### config.mk
export PLATFORM = sky130hd
export DESIGN_NAME = bus_arbiter_rr
export DESIGN_NICKNAME = d
export VERILOG_FILES = /design/src/rtl/bus_arbiter_rr_pkg.sv /design/src/rtl/bus_rr_pick.sv /design/src/rtl/bus_arbiter_rr.sv
export SDC_FILE = /design/constraint.sdc
export NUM_CORES = 1
export LEC_CHECK = 0
export CAP_MARGIN = 20
export CORE_MARGIN = 1
export CORE_UTILIZATION = 45
export DETAILED_ROUTE_END_ITERATION = 10
export GPL_TIMING_DRIVEN = 0
export PLACE_DENSITY_LB_ADDON = 0.1
export SLEW_MARGIN = 25
export SYNTH_ARGS = -nofsm -noshare
export SYNTH_HDL_FRONTEND = slang
export SYNTH_SLANG_ARGS = --single-unit
export TNS_END_PERCENT = 100
### constraint.sdc
create_clock -name clk -period 2.5 [get_ports clk]
set_input_delay 0.5 -clock clk [delete_from_list [all_inputs] [get_ports clk]]
set_output_delay 0.5 -clock clk [all_outputs]
set_load 0.005 [all_outputs]
### src/rtl/bus_arbiter_rr_pkg.sv
// ---------------------------------------------------------------------------
// bus_arbiter_rr_pkg
//   Shared bus header for the bus arbiter slice.
//   - ENABLE_/DISABLE_ : polarity of the active-low bus strobes (req_, lock_,
//                        grnt_).
//   - OWNER_IDLE       : owner index reported while nobody owns the bus.
//   - prio_mode_e      : encoding of the prio_mode input.
// ---------------------------------------------------------------------------
package bus_arbiter_rr_pkg;

    localparam logic ENABLE_    = 1'b0;
    localparam logic DISABLE_   = 1'b1;

    localparam int   OWNER_IDLE = 0;

    typedef enum logic {
        PRIO_ROTATE = 1'b0,
        PRIO_FIXED  = 1'b1
    } prio_mode_e;

endpackage

### src/rtl/bus_rr_pick.sv
// ---------------------------------------------------------------------------
// bus_rr_pick
//   Combinational wrap-around first-one search. Scans req_i starting at
//   start_i, moving upward and wrapping modulo N, and reports the first set
//   bit.
//   Ports:
//     req_i   [N-1:0] : active-high request vector
//     start_i [W-1:0] : index where the search begins (must be < N)
//     idx_o   [W-1:0] : index of the first request found (0 if none)
//     found_o         : high when any request bit is set
// ---------------------------------------------------------------------------
module bus_rr_pick #(
    parameter int N = 4,
    parameter int W = 2
) (
    input  logic [N-1:0] req_i,
    input  logic [W-1:0] start_i,
    output logic [W-1:0] idx_o,
    output logic         found_o
);

    logic [W-1:0] idx_s;
    logic         found_s;

    // start + offset, wrapped into 0..N-1 without a general modulo
    function automatic logic [W-1:0] wrap_idx(input logic [W-1:0] start, input int off);
        int sum;
        sum = int'(start) + off;
        if (sum >= N) begin
            sum = sum - N;
        end else begin
            sum = sum;
        end
        return W'(sum);
    endfunction

    // Priority scan from start_i; the first hit wins
    always_comb begin
        idx_s   = '0;
        found_s = 1'b0;
        for (int i = 0; i < N; i++) begin
            if (!found_s && req_i[wrap_idx(start_i, i)]) begin
                found_s = 1'b1;
                idx_s   = wrap_idx(start_i, i);
            end else begin
                found_s = found_s;
            end
        end
    end

    assign idx_o   = idx_s;
    assign found_o = found_s;

endmodule

### src/rtl/bus_arbiter_rr.sv
// ---------------------------------------------------------------------------
// bus_arbiter_rr
//   Bus arbiter with rotating or fixed priority, owner lock and hold-time
//   preemption. All strobes are active-low.
//   Ports:
//     clk        : clock, rising edge
//     reset      : synchronous, active-high
//     req_       : per-master request (active-low)
//     lock_      : per-master lock (active-low), only the owner's counts
//     prio_mode  : 0 rotating, 1 fixed (master 0 highest)
//     grnt_      : per-master grant (active-low), at most one low
//     owner      : index of current owner, 0 when idle
//     owner_vld  : high while some master owns the bus
//     preempt    : one-cycle pulse after an owner lost the bus by timeout
// ---------------------------------------------------------------------------
module bus_arbiter_rr
    import bus_arbiter_rr_pkg::*;
#(
    parameter int NUM_MASTERS = 4,
    parameter int MAX_HOLD    = 16,
    parameter int OWNER_W     = $clog2(NUM_MASTERS)
) (
    input  logic                   clk,
    input  logic                   reset,
    input  logic [NUM_MASTERS-1:0] req_,
    input  logic [NUM_MASTERS-1:0] lock_,
    input  logic                   prio_mode,
    output logic [NUM_MASTERS-1:0] grnt_,
    output logic [OWNER_W-1:0]     owner,
    output logic                   owner_vld,
    output logic                   preempt
);

    // Counter only needs to reach MAX_HOLD-1
    localparam int HOLD_W = (MAX_HOLD > 1) ? $clog2(MAX_HOLD) : 1;
    // With MAX_HOLD == 0 the counter parks at 0 and never triggers a timeout
    localparam logic [HOLD_W-1:0] HOLD_SAT = HOLD_W'((MAX_HOLD > 0) ? MAX_HOLD - 1 : 0);

    logic [OWNER_W-1:0]     owner_q, owner_d;
    logic                   owner_vld_q, owner_vld_d;
    logic [HOLD_W-1:0]      hold_q, hold_d;
    logic                   preempt_q, preempt_d;

    logic [NUM_MASTERS-1:0] req_s;
    logic [NUM_MASTERS-1:0] owner_oh_s;
    logic [NUM_MASTERS-1:0] others_s;
    logic [NUM_MASTERS-1:0] pick_vec_s;
    logic                   owner_req_s;
    logic                   owner_locked_s;
    logic                   timeout_s;
    logic [OWNER_W-1:0]     start_s;
    logic [OWNER_W-1:0]     pick_idx_s;
    logic                   pick_found_s;

    assign req_s          = ~req_;
    assign owner_oh_s     = {{(NUM_MASTERS-1){1'b0}}, 1'b1} << owner_q;
    assign others_s       = req_s & ~owner_oh_s;
    assign owner_req_s    = owner_vld_q && req_s[owner_q];
    assign owner_locked_s = owner_vld_q && (lock_[owner_q] == ENABLE_);
    assign timeout_s      = (MAX_HOLD != 0) && owner_req_s && !owner_locked_s &&
                            (hold_q == HOLD_SAT) && (|others_s);

    // The current owner never competes for the next slot: it either keeps the
    // bus outright or is being moved off it.
    assign pick_vec_s     = owner_vld_q ? others_s : req_s;

    // Search start: just past the owner in rotating mode, otherwise index 0
    always_comb begin
        if ((prio_mode == PRIO_ROTATE) && owner_vld_q) begin
            if (owner_q == OWNER_W'(NUM_MASTERS - 1)) begin
                start_s = '0;
            end else begin
                start_s = owner_q + OWNER_W'(1);
            end
        end else begin
            start_s = '0;
        end
    end

    bus_rr_pick #(
        .N (NUM_MASTERS),
        .W (OWNER_W)
    ) u_pick (
        .req_i   (pick_vec_s),
        .start_i (start_s),
        .idx_o   (pick_idx_s),
        .found_o (pick_found_s)
    );

    // Next-state: keep, hand over, or go idle
    always_comb begin
        owner_d     = owner_q;
        owner_vld_d = owner_vld_q;
        hold_d      = hold_q;
        preempt_d   = 1'b0;
        if (owner_req_s && !timeout_s) begin
            owner_vld_d = 1'b1;
            if (hold_q != HOLD_SAT) begin
                hold_d = hold_q + HOLD_W'(1);
            end else begin
                hold_d = hold_q;
            end
        end else begin
            // Idle, released, or timed out: fresh selection
            preempt_d = timeout_s;
            hold_d    = '0;
            if (pick_found_s) begin
                owner_d     = pick_idx_s;
                owner_vld_d = 1'b1;
            end else begin
                owner_d     = OWNER_W'(OWNER_IDLE);
                owner_vld_d = 1'b0;
            end
        end
    end

    // Arbitration state registers
    always_ff @(posedge clk) begin
        if (reset) begin
            owner_q     <= OWNER_W'(OWNER_IDLE);
            owner_vld_q <= 1'b0;
            hold_q      <= '0;
            preempt_q   <= 1'b0;
        end else begin
            owner_q     <= owner_d;
            owner_vld_q <= owner_vld_d;
            hold_q      <= hold_d;
            preempt_q   <= preempt_d;
        end
    end

    // Grant decode straight from the owner registers: one-cold or all-high
    always_comb begin
        grnt_ = {NUM_MASTERS{DISABLE_}};
        for (int i = 0; i < NUM_MASTERS; i++) begin
            if (owner_vld_q && (owner_q == OWNER_W'(i))) begin
                grnt_[i] = ENABLE_;
            end else begin
                grnt_[i] = DISABLE_;
            end
        end
    end

    assign owner     = owner_q;
    assign owner_vld = owner_vld_q;
    assign preempt   = preempt_q;

endmodule

=== Yosys cells after proc, flatten, opt, wreduce, memory -nomap -nowiden ===
Index checks and enable logic that the tools add are counted.
Widths: inputs -> output; s select.

* Add/sub/neg operators: 9
* Order comparisons: 9
* Equal/unequal tests: 5
* Shifts and indexed selects: 1
* Multiplexer cells: 34
* Bitwise operators: 6
* Reduce and logical (&&, ||, !) cells: 23

{| class="wikitable"
|+ Operators by type and width
! operator !! count
|-
| $mux 2 || 11
|-
| $mux 1 || 16
|-
| $lt 2x3->1 const B || 5
|-
| $logic_and 1x1->1 || 14
|-
| $bmux 1 s2 || 6
|-
| $ge 3x3->1 const B || 3
|-
| $not 4->4 || 2
|-
| $sub 2x1->2 const B || 4
|-
| $add 2x2->3 const B || 2
|-
| $logic_not 1->1 || 5
|-
| $add 4x1->4 const B || 1
|-
| $and 4x4->4 || 1
|-
| $eq 2x2->1 const B || 2
|-
| $eq 4x4->1 const B || 1
|-
| $mux 4 || 1
|-
| $ne 4x4->1 const B || 1
|-
| $reduce_or 2->1 || 2
|-
| $reduce_or 4->1 || 1
|-
| $shl 1x2->4 const A || 1
|-
| $add 2x1->3 const B || 1
|-
| $ge 2x3->1 const B || 1
|-
| $not 1->1 || 3
|-
| $add 2x1->2 const B || 1
|-
| $eq 2x1->1 const B || 1
|-
| $logic_not 2->1 || 1
|}

* Bits in registers: 8
* Output and inout bits: 8
* Word-level logic and storage cells: 91

=== Logic depth before layout (Yosys ltp) ===
* Word-level depth: 19
* Mapped depth: 10
* Gate-level depth less buffers: 8

=== Hierarchy ===
Synthesis repeated with hierarchy kept, for this count alone.

* Cell total of the unflattened synthesis: 73
* Area, all modules: 628.1 um^2

{| class="wikitable"
|+ By module, submodules not included
! module !! times used !! cells an instance !! area an instance (um^2)
|-
| bus_arbiter_rr || 1 || 58 || 550.5
|-
| bus_rr_pick || 1 || 15 || 77.6
|}

=== Least setup slack after synthesis ===
Ideal clock, no wire load.

* Path type: flip-flop to flip-flop
* From: register owner_q[0], in the netlist owner[0]
* To: register owner_q[0], in the netlist owner[0]
* Library setup time: 0.117 ns
* Arrival: 2.021 ns
* Data required time: 2.383 ns
* Setup slack: 0.362 ns
* Stages on the path, launching flop included: 10
* Buffers on the path: 2
* Period minus slack after synthesis: 2.138 ns
* Path through: dfxtp_1 buf_6 inv_1 ha_1 and3b_1 buf_4 a21o_1 and4_1 o41a_1 o2bb2ai_1

* Longest elaborated chain between the ends: 18

{| class="wikitable"
|+ RTL lines
! what !! line !! text
|-
| from (decl) || bus_arbiter_rr.sv:39 || <nowiki>logic [OWNER_W-1:0] owner_q, owner_d;</nowiki>
|-
| from (signal assigned) || bus_arbiter_rr.sv:120 || <nowiki>owner_q <= OWNER_W'(OWNER_IDLE);</nowiki>
|-
| from (signal assigned) || bus_arbiter_rr.sv:125 || <nowiki>owner_q <= owner_d;</nowiki>
|-
| branches (longest 18 deep; another with $add 2x1->3) || -- ||
|}

Parallel ways; which one is timed is not known. The select of a mux whose other input is x is not followed.
A chain may end at the register's enable or synchronous reset.

=== Worst setup path in the final report ===
Same ends and word-level chain as after synthesis.

==> summary.txt <==
Detailed routing
  – Antenna Nets Post-Route: 0
  – WL/cell: about 14 um
  – Final WL: around 2100 um
  – Post-DR vias/cell: approximately 5.8
  – Vias: about 890
  – DRT iter0 DRCs: 33
  – DR pass1 iterations: 4
  – Residual DRC: 0

Floorplan
  – Core area: ~1800 um2
  – Die width: roughly 46 um
  – Starting density of the core: 0.488
  – Ports: 19
  – Die area: approximately 2100 um2
  – FP Rows: 15
  – Die height: ~46 um

Timing
  – Max Slew Vio Count: 0
  – Period utilisation layout: 0.917
  – Final TNS setup: 0 ps
  – Max Clock Skew: slightly below 6 ps
  – Hold_ws: between 500 and 600 ps
  – Final min period: 2290 ps
  – Worst slew pin tran: between 500 and 600 ps
  – Slew HR: 0.659
  – Final Setup Violations: 0
  – Unrepaired setup endpoints after global routing: no
  – Fin. Hold Viols: 0
  – Fmax: 0.436 GHz

Placed design
  – PortBufs: 18
  – Gpl congestion: between 0.8 and 0.9
  – Hpwl dp: 1660 um

Logic synthesis
  – Post-synth top area cell: dfxtp_1
  – Syn nets: 124
  – Synth Instances: roughly 110
  – Top_reg_cell synth: dfxtp_1
  – Top cells by area, synth: dfxtp_1 (19%), ha_1 (7.3%), nor2_1 (6.1%)
  – Cell area after synthesis: roughly 860 um2
  – Area share of the largest cell type after synthesis: 0.186
  – Yosys warns: 0
  – Fraction of registers with async set/reset: 0
  – Number of synthesized flops with an enable pin: 0
  – Post-Syn Area per Cell: 7.97 um2
  – Seq cells post-synth: 8
  – Seq/Total Area, Yosys: 0.186
  – Yosys cell types: 42

Critical path
  – Critical-path cell list: buf_6, inv_1, ha_1, and3b_1, buf_4, a21o_1, and4_1, o41a_1, o2bb2ai_1
  – Critical Path RT: 2640 ps
  – Worst-path maximum fanout: 9
  – Slowest cell on crit path: dfxtp_1
  – Crit path DAT: 2440 ps
  – Crit path largest cell delay: between 400 and 500 ps
  – Crit path kind: reg -> reg
  – CP Launch Type: register
  – CP endpoint kind: register

Cells and area
  – Synth-to-Final Area Change: 27.2%
  – Inserted Diodes: 0
  – Fraction of layout cells with a size suffix above 1: 0.124
  – Nets: ~150
  – Fillers: about 170

Clock tree
  – CTS Hold Bufs: 0
  – Clock latency on the worst-skew pair: around 250 ps
  – CTS Sinks: 8
  – CTS root buf: clkbuf_4
  – Setup bufs post-CTS: 0
  – CTS clk-pin slew, worst paths: ~60 ps
  – CTS resizes: 0
  – Num CTS Buffers: 3
  – TritonCTS clock tree: built
  – CTS Buffer Depth: 2
  – H-tree levels: 1

Global route
  – Number of global-route vias before repair: between 700 and 800
  – Grt total ovfl: 0
  – First-pass GRT wire length: 3310 um
  – Initial antenna violation count: 0
  – Gr usage total: 0.215
  – Pin count of the biggest net entering global routing: 11

Pwr
  – Leak pwr: around 0.00042 uW
  – Maximum VDD drop: 0.277 mV
  – Final Power: between 500 and 600 uW
  – Pwr Density: roughly 520 nW/um2

Job
  – Max-cap violations: 0

Worst hold path
  – Tightest Hold Check Type: reg -> reg

Status
  – Status: completed
[logic make-up after synthesis]
group / after synthesis / share of synthesized area
muxes: 4 / 0.0756
adders and majority gates: 5 / 0.0727
DFF: 8 / 0.186
buffers and inverters: 7 / 0.0581
and+or+nand+nor: 49 / 0.318
AOI/OAI and AO/OA: 34 / 0.279
xor gates and xnor gates: 1 / 0.0102
[through the flow]
| stage | area (um2) | utilization | cells | worst slack [ps] |
|---|---|---|---|---|
| after CTS | 1090 | 0.621 | 154 | 200 |
| after global routing | 1090 | 0.621 | 154 | 48.3 |
| after detailed placement | 1070 | 0.608 | 151 | 102 |
| after floorplan | 861 | - | 108 | 362 |
| final | 1090 | 0.621 | 154 | 208 |
| after global placement | 1070 | 0.608 | 151 | 126 |
[path summary, 6_finish.rpt]
check,startpoint,to,slack (ps),depth (start not counted)
hold reg to reg,hold_q[3],hold_q[2],520,2
setup reg to reg,owner[0],owner[0],210,9
setup / recovery,owner[0],owner[0],210,9
hold / removal,hold_q[3],hold_q[2],520,2
[worst max-delay path, delay by kind of cell, from the launching register on]
| kind | cells | cell delay [ps] |
|---|---|---|
| compound gates | 3 | 610 |
| fa+ha+maj | 1 | 350 |
| buf+inv | 3 | 420 |
| flops | 1 | 410 |
| simple gates | 2 | 390 |
[sequential cells by signal (all words and copies together) (netlist names)]
name       flops
preempt        1
owner_vld      1
owner          2
hold_q         4
[where the power goes]
group / switching (uW) / internal (uW) / leakage [uW]
clock network: 42.6 / 54.9 / 0.0000138
registers: 17.5 / 138 / 0.0000653
logic: 158 / 155 / 0.000343
[placed cells by master (no fill, tap or decap), types with 2 or more instances in the layout]
cell / synthesis / layout
a21oi_1: 6 / 6
mux4_2: 2 / 2
o21ai_0: 3 / 3
a21o_1: 5 / 5
nor2_1: 14 / 14
and2_1: 2 / 2
mux2i_1: 2 / 2
nor3_1: 6 / 6
o22ai_1: 2 / 2
inv_1: 2 / 2
and3_1: 2 / 2
nand2_1: 10 / 10
dfxtp_1: 8 / 8
buf_4: 2 / 2
o211ai_1: 5 / 5
clkbuf_4: 0 / 3
buf_6: 2 / 2
ha_1: 5 / 5
nand3_1: 4 / 4
clkdlybuf4s50_1: 0 / 18
a31oi_1: 3 / 3
[cell usage after synthesis, types with 3 or more instances]
library cell,n
ha_1,5
nor2_1,14
nor3_1,6
a31oi_1,3
a21o_1,5
nand2_1,10
o211ai_1,5
dfxtp_1,8
o21ai_0,3
nand3_1,4
a21oi_1,6
[layout make-up]
type                    instances  area, um2  share of cell area
plain buffers                   5       42.5              0.0389
clock buffers                   3       22.5              0.0206
inverters                       2       7.51             0.00686
multi-input cells              93        651               0.594
flip-flops and latches          8        160               0.146
well taps                      25       31.3              0.0286
repair buffers                 18        180               0.165
[per-layer routing]
metal	GRT usage	up-vias	routed length (um)
li1	-	455	-
met1	0.286	416	938
met2	0.354	13	1110
met3	0.0119	2	32
met4	0.0941	0	17
met5	0	-	0
Note: power is estimated with default switching activity, not from simulation.
